[src/rtl/pipe_pkg.sv]
// Shared definitions for the elastic pipeline stage register: FSM state
// encodings, the default bubble control value and packed control-field bit
// positions common to every stage boundary instance.
package pipe_pkg;

   typedef logic [1:0] state_t;

   // State encoding doubles as the occupancy count (0/1/2 entries).
   localparam state_t ST_EMPTY = 2'b00;
   localparam state_t ST_BUSY  = 2'b01;
   localparam state_t ST_FULL  = 2'b10;

   // Control value carried by bubbles and written by flush.
   localparam int CTRL_NOP_DEF = 0;

   // Packed control-field bit positions.
   localparam int CTRL_BIT_REG_WRITE  = 0;
   localparam int CTRL_BIT_MEM_WRITE  = 1;
   localparam int CTRL_BIT_MEM_READ   = 2;
   localparam int CTRL_BIT_BRANCH     = 3;
   localparam int CTRL_BIT_JUMP       = 4;
   localparam int CTRL_BIT_ALU_SRC    = 5;
   localparam int CTRL_BIT_MEM_TO_REG = 6;

endpackage

[src/rtl/pipe_stage_reg_if.sv]
// Valid/ready bus between two CPU stages: a control field and a data field
// travel together, qualified by valid and back-pressured by ready.
interface pipe_stage_reg_if
   import pipe_pkg::*;
#(
   parameter int DATA_W = 32,
   parameter int CTRL_W = 8
);
   logic              valid;
   logic              ready;
   logic [CTRL_W-1:0] ctrl;
   logic [DATA_W-1:0] data;

   // Producer side drives the entry, consumer side drives ready.
   modport master (output valid, output ctrl, output data, input  ready);
   modport slave  (input  valid, input  ctrl, input  data, output ready);
endinterface

[src/rtl/pipe_slot.sv]
// One pipeline entry (control + data) with load and a clear that only
// returns the control field to the NOP value, leaving data untouched.
module pipe_slot
   import pipe_pkg::*;
#(
   parameter int                DATA_W   = 32,
   parameter int                CTRL_W   = 8,
   parameter logic [CTRL_W-1:0] CTRL_NOP = CTRL_W'(CTRL_NOP_DEF)
) (
   input  logic              clk_i,
   input  logic              rst_i,
   input  logic              load,
   input  logic              clr,
   input  logic [CTRL_W-1:0] d_ctrl,
   input  logic [DATA_W-1:0] d_data,
   output logic [CTRL_W-1:0] q_ctrl,
   output logic [DATA_W-1:0] q_data
);

   // Entry register: clear beats load so a flush always leaves a NOP behind.
   always_ff @(posedge clk_i or negedge rst_i) begin
      if (!rst_i) begin
         q_ctrl <= CTRL_NOP;
         q_data <= '0;
      end else if (clr) begin
         q_ctrl <= CTRL_NOP;
      end else if (load) begin
         q_ctrl <= d_ctrl;
         q_data <= d_data;
      end
   end

endmodule

[src/rtl/pipe_stage_reg.sv]
// Elastic pipeline register between two CPU stages. Main slot feeds the
// downstream bus; an optional skid slot absorbs the one entry that arrives
// while downstream stalls, so upstream ready can come straight from a flop.
// Flush empties the stage and counts discarded valid entries.
module pipe_stage_reg
   import pipe_pkg::*;
#(
   parameter int                DATA_W   = 32,
   parameter int                CTRL_W   = 8,
   parameter logic [CTRL_W-1:0] CTRL_NOP = CTRL_W'(CTRL_NOP_DEF),
   parameter int                SKID     = 1,
   parameter int                CNT_W    = 16
) (
   input  logic               clk_i,
   input  logic               rst_i,
   input  logic               flush_i,
   input  logic               bubble_i,
   pipe_stage_reg_if.slave    up,
   pipe_stage_reg_if.master   dn,
   output logic [1:0]         occ_o,
   output logic [CNT_W-1:0]   drop_cnt_o
);

   localparam bit HAS_SKID = (SKID != 0);

   state_t            state, state_nxt;
   logic              acc, emit;
   logic              main_load, main_clr, main_from_skid;
   logic              skid_load, skid_clr;
   logic [CTRL_W-1:0] main_d_ctrl, skid_ctrl;
   logic [DATA_W-1:0] main_d_data, skid_data;
   logic [1:0]        drop_inc;

   function automatic logic [CNT_W-1:0] sat_add(input logic [CNT_W-1:0] a,
                                                input logic [1:0]       b);
      logic [CNT_W:0] s;
      s = {1'b0, a} + (CNT_W+1)'(b);
      return s[CNT_W] ? {CNT_W{1'b1}} : s[CNT_W-1:0];
   endfunction

   assign acc      = up.valid & up.ready;
   assign emit     = dn.valid & dn.ready;
   assign occ_o    = state;
   assign drop_inc = state + {1'b0, acc};

   // State register.
   always_ff @(posedge clk_i or negedge rst_i) begin
      if (!rst_i) state <= ST_EMPTY;
      else        state <= state_nxt;
   end

   // Next state: flush dominates, otherwise follow accept/emit.
   always_comb begin
      state_nxt = state;
      if (flush_i) begin
         state_nxt = ST_EMPTY;
      end else begin
         case (state)
            ST_EMPTY: if (acc) state_nxt = ST_BUSY;
            ST_BUSY: begin
               if (acc && !emit && HAS_SKID) state_nxt = ST_FULL;
               else if (!acc && emit)        state_nxt = ST_EMPTY;
            end
            ST_FULL:  if (emit) state_nxt = ST_BUSY;
            default:  state_nxt = ST_EMPTY;
         endcase
      end
   end

   // Handshake outputs and slot controls; in FULL the main slot refills from skid.
   always_comb begin
      up.ready       = ~bubble_i & (HAS_SKID ? (state != ST_FULL)
                                             : ((state == ST_EMPTY) | dn.ready));
      dn.valid       = (state != ST_EMPTY);
      main_load      = 1'b0;
      main_clr       = 1'b0;
      main_from_skid = 1'b0;
      skid_load      = 1'b0;
      skid_clr       = 1'b0;
      if (flush_i) begin
         main_clr = 1'b1;
         skid_clr = 1'b1;
      end else begin
         case (state)
            ST_EMPTY: main_load = acc;
            ST_BUSY: begin
               if (acc && emit)                   main_load = 1'b1;
               else if (acc && !emit && HAS_SKID) skid_load = 1'b1;
               else if (!acc && emit)             main_clr  = 1'b1;
            end
            ST_FULL: begin
               main_load      = emit;
               main_from_skid = 1'b1;
            end
            default: main_clr = 1'b1;
         endcase
      end
      main_d_ctrl = main_from_skid ? skid_ctrl : up.ctrl;
      main_d_data = main_from_skid ? skid_data : up.data;
   end

   // Drop counter: entries held plus any entry accepted in the flush cycle.
   always_ff @(posedge clk_i or negedge rst_i) begin
      if (!rst_i)       drop_cnt_o <= '0;
      else if (flush_i) drop_cnt_o <= sat_add(drop_cnt_o, drop_inc);
   end

   // ---- stage boundary: main slot drives the downstream bus ----
   pipe_slot #(.DATA_W(DATA_W), .CTRL_W(CTRL_W), .CTRL_NOP(CTRL_NOP)) u_main (
      .clk_i  (clk_i),
      .rst_i  (rst_i),
      .load   (main_load),
      .clr    (main_clr),
      .d_ctrl (main_d_ctrl),
      .d_data (main_d_data),
      .q_ctrl (dn.ctrl),
      .q_data (dn.data)
   );

   if (HAS_SKID) begin : g_skid
      pipe_slot #(.DATA_W(DATA_W), .CTRL_W(CTRL_W), .CTRL_NOP(CTRL_NOP)) u_skid (
         .clk_i  (clk_i),
         .rst_i  (rst_i),
         .load   (skid_load),
         .clr    (skid_clr),
         .d_ctrl (up.ctrl),
         .d_data (up.data),
         .q_ctrl (skid_ctrl),
         .q_data (skid_data)
      );
   end else begin : g_no_skid
      logic unused_skid;
      assign unused_skid = skid_load | skid_clr;
      assign skid_ctrl   = CTRL_NOP;
      assign skid_data   = '0;
   end

endmodule

[src/flat_wrapper.sv]
// flat-port wrapper written by rule: the top's interface ports become plain ports
module pipe_stage_reg_flat import pipe_pkg::*;
#(
   parameter int                DATA_W   = 32,
   parameter int                CTRL_W   = 8,
   parameter logic [CTRL_W-1:0] CTRL_NOP = CTRL_W'(CTRL_NOP_DEF),
   parameter int                SKID     = 1,
   parameter int                CNT_W    = 16
)
  (clk_i, rst_i, flush_i, bubble_i, occ_o, drop_cnt_o, up_valid, up_ctrl, up_data, up_ready, dn_valid, dn_ctrl, dn_data, dn_ready);
  pipe_stage_reg_if #(.DATA_W(DATA_W), .CTRL_W(CTRL_W)) up_i ();
  pipe_stage_reg_if #(.DATA_W(DATA_W), .CTRL_W(CTRL_W)) dn_i ();
  input  logic clk_i;
  input  logic rst_i;
  input  logic flush_i;
  input  logic bubble_i;
  output logic [1:0] occ_o;
  output logic [CNT_W-1:0] drop_cnt_o;
  input wire logic [$bits(up_i.valid)-1:0] up_valid;
  input wire logic [$bits(up_i.ctrl)-1:0] up_ctrl;
  input wire logic [$bits(up_i.data)-1:0] up_data;
  output wire logic [$bits(up_i.ready)-1:0] up_ready;
  output wire logic [$bits(dn_i.valid)-1:0] dn_valid;
  output wire logic [$bits(dn_i.ctrl)-1:0] dn_ctrl;
  output wire logic [$bits(dn_i.data)-1:0] dn_data;
  input wire logic [$bits(dn_i.ready)-1:0] dn_ready;
  assign up_i.valid = up_valid;
  assign up_i.ctrl = up_ctrl;
  assign up_i.data = up_data;
  assign up_ready = up_i.ready;
  assign dn_valid = dn_i.valid;
  assign dn_ctrl = dn_i.ctrl;
  assign dn_data = dn_i.data;
  assign dn_i.ready = dn_ready;
  pipe_stage_reg #(.DATA_W(DATA_W), .CTRL_W(CTRL_W), .CTRL_NOP(CTRL_NOP), .SKID(SKID), .CNT_W(CNT_W)) u_core (.clk_i(clk_i), .rst_i(rst_i), .flush_i(flush_i), .bubble_i(bubble_i), .up(up_i), .dn(dn_i), .occ_o(occ_o), .drop_cnt_o(drop_cnt_o));
endmodule
[config.mk]
export PLATFORM = sky130hd
export DESIGN_NAME = pipe_stage_reg_flat
export DESIGN_NICKNAME = d
export VERILOG_FILES = /design/src/rtl/pipe_pkg.sv /design/src/rtl/pipe_stage_reg_if.sv /design/src/rtl/pipe_slot.sv /design/src/rtl/pipe_stage_reg.sv /design/src/flat_wrapper.sv
export SDC_FILE = /design/constraint.sdc
export NUM_CORES = 1
export LEC_CHECK = 0
export BUFFER_PORTS_ARGS = -buffer_cell sky130_fd_sc_hd__buf_2
export CAP_MARGIN = 10
export CORE_MARGIN = 4
export CORE_UTILIZATION = 25
export CTS_CLUSTER_DIAMETER = 50
export DETAILED_ROUTE_END_ITERATION = 8
export GPL_TIMING_DRIVEN = 0
export MAX_ROUTING_LAYER = met4
export PLACE_DENSITY = 0.45
export SYNTH_ARGS = -nofsm -noshare
export SYNTH_HDL_FRONTEND = slang
export SYNTH_HIERARCHICAL = 1
export SYNTH_SLANG_ARGS = --single-unit
[constraint.sdc]
create_clock -name clk_i -period 3.2 [get_ports clk_i]
set_clock_uncertainty 0.05 [all_clocks]
set_input_delay 0.64 -clock clk_i [delete_from_list [all_inputs] [get_ports clk_i]]
set_output_delay 0.64 -clock clk_i [all_outputs]
set_load 0.05 [all_outputs]
==> results of run 1 <==
where the power goes:
group          leakage, nW  switching [mW]  internal, mW  total [mW]
registers             1.27           0.142          1.43        1.58
clock network        0.143           0.514         0.541        1.05
logic                 1.48           0.770         0.403        1.17
total                 2.90            1.42          2.38        3.80
worst max path at each step:
stage | startpoint | cells past startpoint | to | slack [ns]
floorplan | u_core/occ_o[1]$_DFFE_PN0P_ | 10 | u_core/drop_cnt_o[1]$_DFFE_PN0P_ | 0.35
detailed placement | bubble_i | 10 | u_core/drop_cnt_o[4]$_DFFE_PN0P_ | 0.20
finish | u_core/occ_o[1]$_DFFE_PN0P_ | 10 | u_core/drop_cnt_o[4]$_DFFE_PN0P_ | 0.43
CTS | u_core/occ_o[1]$_DFFE_PN0P_ | 10 | u_core/drop_cnt_o[4]$_DFFE_PN0P_ | 0.40
global route | u_core/occ_o[1]$_DFFE_PN0P_ | 10 | u_core/drop_cnt_o[9]$_DFFE_PN0P_ | 0.13
global placement | bubble_i | 10 | u_core/drop_cnt_o[1]$_DFFE_PN0P_ | 0.20
metrics by stage:
stage | utilization (%) | hold slack (ns)
6_report | 32.0 | 0.265
5_1_grt | 32.0 | 0.314
4_1_cts | 32.0 | 0.286
3_5_place_dp | 30.5 | 0.440
3_3_place_gp | 30.3 | 0.434
2_1_floorplan | - | 0.294
per-layer routing:
layer	part of all wire, %	track usage, %	vias up	wire length [um]
met5	0	-	-	0
met4	1.3	3.05	0	142
met3	5.3	3.19	11	599
met2	45	16.4	77	5070
met1	48	14.8	1508	5460
li1	-	-	1450	-
synthesized netlist by cell type, drive strengths merged (3+ instances only):
cell / count / area share (%)
dfrtp: 98 / 50
nand4: 5 / 0.94
mux2i: 19 / 3.9
o21ai: 4 / 0.41
a21oi: 4 / 0.41
nor2: 23 / 1.8
nor4: 3 / 0.38
nor2b: 6 / 1.1
nor3: 4 / 0.41
buf: 20 / 4.7
ha: 3 / 0.77
nand2: 17 / 1.3
nand3: 5 / 0.51
mux2: 105 / 29
xnor2: 7 / 1.3
inv: 3 / 0.23
area by class of cell:
type | instances | area (um2)
Buffer | 20 | 230
Clock buffer | 9 | 225
Clock inverter | 7 | 65.1
Fill cell | 1940 | 12900
Inverter | 3 | 11.3
Multi-Input combinational cell | 223 | 2200
Sequential cell | 98 | 2450
Tap cell | 260 | 325
Timing Repair Buffer | 106 | 556
state kept, by name (all words and copies together) (netlist names):
register / count
u_core/u_main/q_ctrl: 8
u_core/drop_cnt_o: 16
u_core/occ_o: 2
u_core/u_main/q_data: 32
u_core/g_skid.u_skid/q_ctrl: 8
u_core/g_skid.u_skid/q_data: 32
kinds of logic (layout without fill, tap and decap cells):
family                   Yosys count  count (layout)
multiplexers                     124             124
flip-flops                        98              98
AND/OR/NAND/NOR                   72              72
buffers and inverters             23             145
AO/OA/AOI/OAI                     14              14
XOR/XNOR                           9               9
adder cells (fa/ha/maj)            4               4
critical path, delay by kind of cell, from the launching register on:
family                   cells  cell delay [ns]
AND/OR/NAND/NOR              5             1.20
adder cells (fa/ha/maj)      2             0.45
buffers and inverters        2             0.42
flip-flops                   1             0.37
XOR/XNOR                     1             0.23
==> flow_metrics.py, run 1 <==
metrics = {
    "floorplanning": {
        "die_h_um": 148,
        "core_um2": 19000,
        "num_rows": 50,
        "die-area_um2": 21900,
        "boundaryPins": 106,
        "start_util_pct": 25.8,
        "die_w_um": 148,
    },
    "sta": {
        "relSlewSlack_pct": 56.3,
        "timing.final.crit_share_pct": 86.6,
        "maxSlewViolCount": 0,
        "rsz0062_at_grt": "no",
        "fin_crit_ns": 2.77,
        "setup_viol": 0,
        "fin_ws_ns": 0.429,
        "final.setup.tns_ns": 0,
        "worst_slew_pin_slew_ns": 0.656,
        "hold_viol_final": 0,
        "fmax_mhz": 361,
    },
    "setup_path": {
        "critPathKind": "flop to flop",
        "cp-start-kind": "flop",
        "r2r_end": "u_core/drop_cnt_o[4]$_DFFE_PN0P_",
        "rr_startpoint": "u_core/occ_o[1]$_DFFE_PN0P_",
        "critPathArrivalTime_ns": 3.01,
        "cpMaxStageDelayCell": "or4_4",
        "worstPathCellList": "buf_2 -> nor2b_1 -> nor2_1 -> ha_1 -> xor2_1 -> fa_1 -> nand3_1 -> or4_4 -> buf_2 -> nand2_1",
        "crit_top_cell": "buf_2",
        "worstPathMaxFanout": 10,
        "critPathRequiredTime_ns": 3.44,
        "cpPeakStageDelay_ns": 0.62,
        "r2r_cells": 10,
        "rrSetupSlack_ns": 0.43,
        "endpoint_kind": "flop",
    },
    "logic_synthesis": {
        "avgSynthCellArea_um2": 14.2,
        "synth-compound-area-share_pct": 1.79,
        "syn_inst": 344,
        "yosysSeqAreaShare_pct": 50.1,
        "synth-edff-count": 0,
        "synth-seq-cells": 98,
        "synth_top_family_by_area": "multiplexers",
        "synth_fa_ha_area_share_pct": 1.17,
        "synth-xor-area-share_pct": 1.61,
        "synth_nets": 394,
        "synth_simple_gate_area_share_pct": 7.82,
        "synth_flop_cell": "dfrtp_1",
        "synth_cell_types": 39,
        "ys_warn_count": 6,
        "syn-cell-area_um2": 4900,
        "async_flop_share_pct": 100,
        "yosys-mux-area-fraction_pct": 32.6,
    },
    "pwr": {
        "total_power_mw": 3.80,
        "power_leakage_nw": 2.90,
        "peakVddDrop_mv": 0.437,
        "power_density_nw_per_um2": 627,
    },
    "clock_network": {
        "cts_buffer_depth": 2,
        "path_clk_slew_ns": 0.07,
        "cts_tree": "built",
        "cts_root_buf": "clkbuf_16",
        "clkLatencyLatePin_ns": 0.35,
        "post_cts_buffers": 0,
        "clkSinkCount": 98,
        "cts-buffers-inserted": 9,
        "cts_resized": 0,
        "cts_max_level": 3,
        "ctsHoldBuffers": 0,
    },
    "outcome": {
        "status": "finished clean",
    },
    "placement": {
        "dpl_cell_area_um2": 5780,
        "port_buffers": 105,
        "placed_cells": 710,
        "dp_hpwl_um": 7930,
        "gp_congestion": 0.758,
        "dpl_worst_slack_ns": 0.201,
    },
    "layout": {
        "fin_area_um2": 6070,
        "final_common_cell": "buf_2",
        "final_cells": 726,
        "drive_gt1_share_pct": 53.9,
        "layout_common_cells": "111 x buf_2, 98 x dfrtp_1, 60 x mux2_4, 43 x mux2_2, 23 x nor2_1",
        "final_nets": 511,
        "diodes": 0,
        "area_growth_pct": 23.9,
    },
    "grt": {
        "gr-total-overflow": 0,
        "grt_pass1_vias": 3372,
        "grtUsageTotal_pct": 11.0,
        "grt_max_degree": 51,
        "antenna_found_initial": 0,
        "grt_pass1_wl_um": 18600,
    },
    "routing": {
        "viasPerCell": 4.20,
        "vias": 3046,
        "drt_iter0_markers": 112,
        "drc": 0,
        "antenna_left": 0,
        "postRouteWirelength_um": 11300,
        "wl_per_cell_um": 15.5,
        "first_pass_iters": 4,
    },
    "worst_hold_path": {
        "hp-class": "input pin to asynchronous set/reset pin",
    },
    "job": {
        "drv_cap": 0,
    },
}
Note: power is estimated with default switching activity, not from simulation.
==> inputs of run 2 (changes only) <==
- PLACE_DENSITY: 0.45 -> 0.46
- SETUP_SLACK_MARGIN: not set -> 0.2
- clock period: 3.2 -> 2.5 ns (I/O delays scaled with it)
==> run 2 against run 1 <==
- global-route usage shrank 0.27 points
- wire length grew 1.3%
- count of clock-buffer cells in the layout grew 2
- critical path type unchanged
- via count grew 3.6%
- non-clock buffer count grew 13
==> flow_metrics.py, run 2 (same netlist as run 1, synthesis figures left out) <==
metrics = {
    "worst_hold_path": {
        "hp-class": "input pin to asynchronous set/reset pin",
    },
    "placement": {
        "placed_cells": 710,
        "port_buffers": 105,
        "dpl_worst_slack_ns": -0.144,
        "dp_hpwl_um": 7750,
        "gp_congestion": 0.824,
    },
    "pwr": {
        "power_leakage_nw": 3.04,
        "power_density_nw_per_um2": 798,
        "peakVddDrop_mv": 0.467,
    },
    "routing": {
        "viasPerCell": 4.27,
        "vias": 3155,
        "antenna_left": 0,
        "postRouteWirelength_um": 11400,
        "first_pass_iters": 4,
        "wl_per_cell_um": 15.4,
        "drt_iter0_markers": 107,
        "drc": 0,
    },
    "setup_path": {
        "critPathKind": "flop to flop",
        "cp-start-kind": "flop",
        "cpPeakStageDelay_ns": 0.42,
        "crit_top_cell": "ha_4",
        "worstPathCellList": "buf_6 -> nor2b_4 -> nor2_4 -> ha_4 -> xor2_4 -> ha_4 -> a21oi_4 -> or3_4 -> or4_4 -> nand3_2",
        "cpMaxStageDelayCell": "or4_4",
        "endpoint_kind": "flop",
        "critPathArrivalTime_ns": 2.63,
        "worstPathMaxFanout": 5,
        "critPathRequiredTime_ns": 2.73,
    },
    "floorplanning": {
        "die-area_um2": 21900,
        "boundaryPins": 106,
        "start_util_pct": 25.8,
        "die_h_um": 148,
        "num_rows": 50,
        "die_w_um": 148,
        "core_um2": 19000,
    },
    "sta": {
        "fin_crit_ns": 2.40,
        "final.setup.tns_ns": 0,
        "hold_viol_final": 0,
        "maxSlewViolCount": 0,
        "relSlewSlack_pct": 55.4,
        "timing.final.crit_share_pct": 96.1,
        "setup_viol": 0,
        "fmax_mhz": 416,
        "fin_ws_ns": 0.0986,
        "rsz0062_at_grt": "yes",
        "worst_slew_pin_slew_ns": 0.669,
    },
    "layout": {
        "final_nets": 524,
        "area_growth_pct": 32.2,
        "final_cells": 739,
        "final_common_cell": "buf_2",
        "largestRegisters": "u_core/g_skid.u_skid/q_data (32), u_core/u_main/q_data (32), u_core/drop_cnt_o (16)",
        "layout_common_cells": "109 x buf_2, 96 x dfrtp_1, 61 x mux2_4, 42 x mux2_2, 21 x nor2_1",
        "drive_gt1_share_pct": 61.9,
    },
    "clock_network": {
        "cts-buffers-inserted": 9,
        "ctsHoldBuffers": 0,
        "cts_tree": "built",
        "clkSinkCount": 98,
        "cts_buffer_depth": 2,
        "clkLatencyLatePin_ns": 0.34,
        "path_clk_slew_ns": 0.07,
        "cts_root_buf": "clkbuf_16",
        "cts_max_level": 3,
    },
    "grt": {
        "grt_pass1_vias": 3451,
        "antenna_found_initial": 1,
        "grt_max_degree": 53,
        "gr-total-overflow": 0,
        "grt_pass1_wl_um": 18200,
        "grtUsageTotal_pct": 10.8,
    },
    "outcome": {
        "status": "finished clean",
    },
    "job": {
        "drv_cap": 0,
    },
}
run 2: changes by cell type in the layout (fill, tap and decap cells not counted), moves of 3 or more:
cell,before,now
ha_1,3,0
nand2_4,0,3
nand2_1,17,8
buf_6,6,9
ha_4,0,3
clkinv_4,4,1
nand3_1,5,2
buf_4,2,12
nand2_2,0,6
run 2: critical path: cells and delay by family (launching register included):
kind / cells / cell delay, ns
AOI/OAI and AO/OA: 1 / 0.06
xor gates and xnor gates: 1 / 0.19
adders and majority gates: 2 / 0.47
buffers and inverters: 1 / 0.10
DFF: 1 / 0.38
and+or+nand+nor: 5 / 1.09
run 2: power by group:
group / total, mW / internal [mW] / switching, mW
Combinational: 1.60 / 0.582 / 1.02
Sequential: 2.04 / 1.84 / 0.206
Clock: 1.52 / 0.902 / 0.619
run 2: worst paths after layout:
kind	start	to	slack [ns]	cells after the start
min	rst_i	u_core/u_main/q_ctrl[1]$_DFFE_PN0P_	0.12	1
min reg2reg	u_core/u_main/q_data[19]$_DFFE_PN0P_	u_core/u_main/q_data[19]$_DFFE_PN0P_	0.45	1
max	u_core/occ_o[1]$_DFFE_PN0P_	u_core/drop_cnt_o[15]$_DFFE_PN0P_	0.1	10
min in group clk_i	up_data[4]	u_core/g_skid.u_skid/q_data[4]$_DFFE_PN0P_	0.35	2
max in group asynchronous	rst_i	u_core/drop_cnt_o[5]$_DFFE_PN0P_	1.59	2
max reg2reg	u_core/occ_o[1]$_DFFE_PN0P_	u_core/drop_cnt_o[15]$_DFFE_PN0P_	0.1	10
run 2: metal layers:
metal  global-route usage, %  vias to the layer above  wire, um
li1                        -                     1465         -
met1                    13.8                     1598      5330
met2                    16.4                       77      5340
met3                    2.88                       15       549
met4                    3.93                        0       190
met5                       -                        -         0
run 2: metrics by stage:
stage	hold slack [ns]	utilization, %	cell area [um2]	total power, mW
floorplan	0.154	-	4960	3.18
global placement	0.434	30.6	5810	3.56
detailed placement	0.436	30.8	5840	3.59
CTS	0.142	33.2	6290	5.19
global route	0.163	34.2	6470	5.42
finish	0.121	34.2	6470	5.16
run 2: what timing repair did:
item                                    in CTS  in global routing
cloned                                       1                  0
gates resized for setup                     16                 25
endpoints found under the hold margin        0                  0
pin swaps                                    8                 11
buffers inserted                             7                  5
endpoints found under the setup margin      36                 48
run 2: area by class of cell:
cell class              instances  area [um2]
repair buffers                119         681
fillers                      1913       12500
plain buffers                  20         246
well taps                     260         325
clock buffers                  11         243
diodes                          1        2.50
clock inverters                 4        76.3
inverters                       3        11.3
flip-flops and latches         98        2450
multi-input cells             223        2430
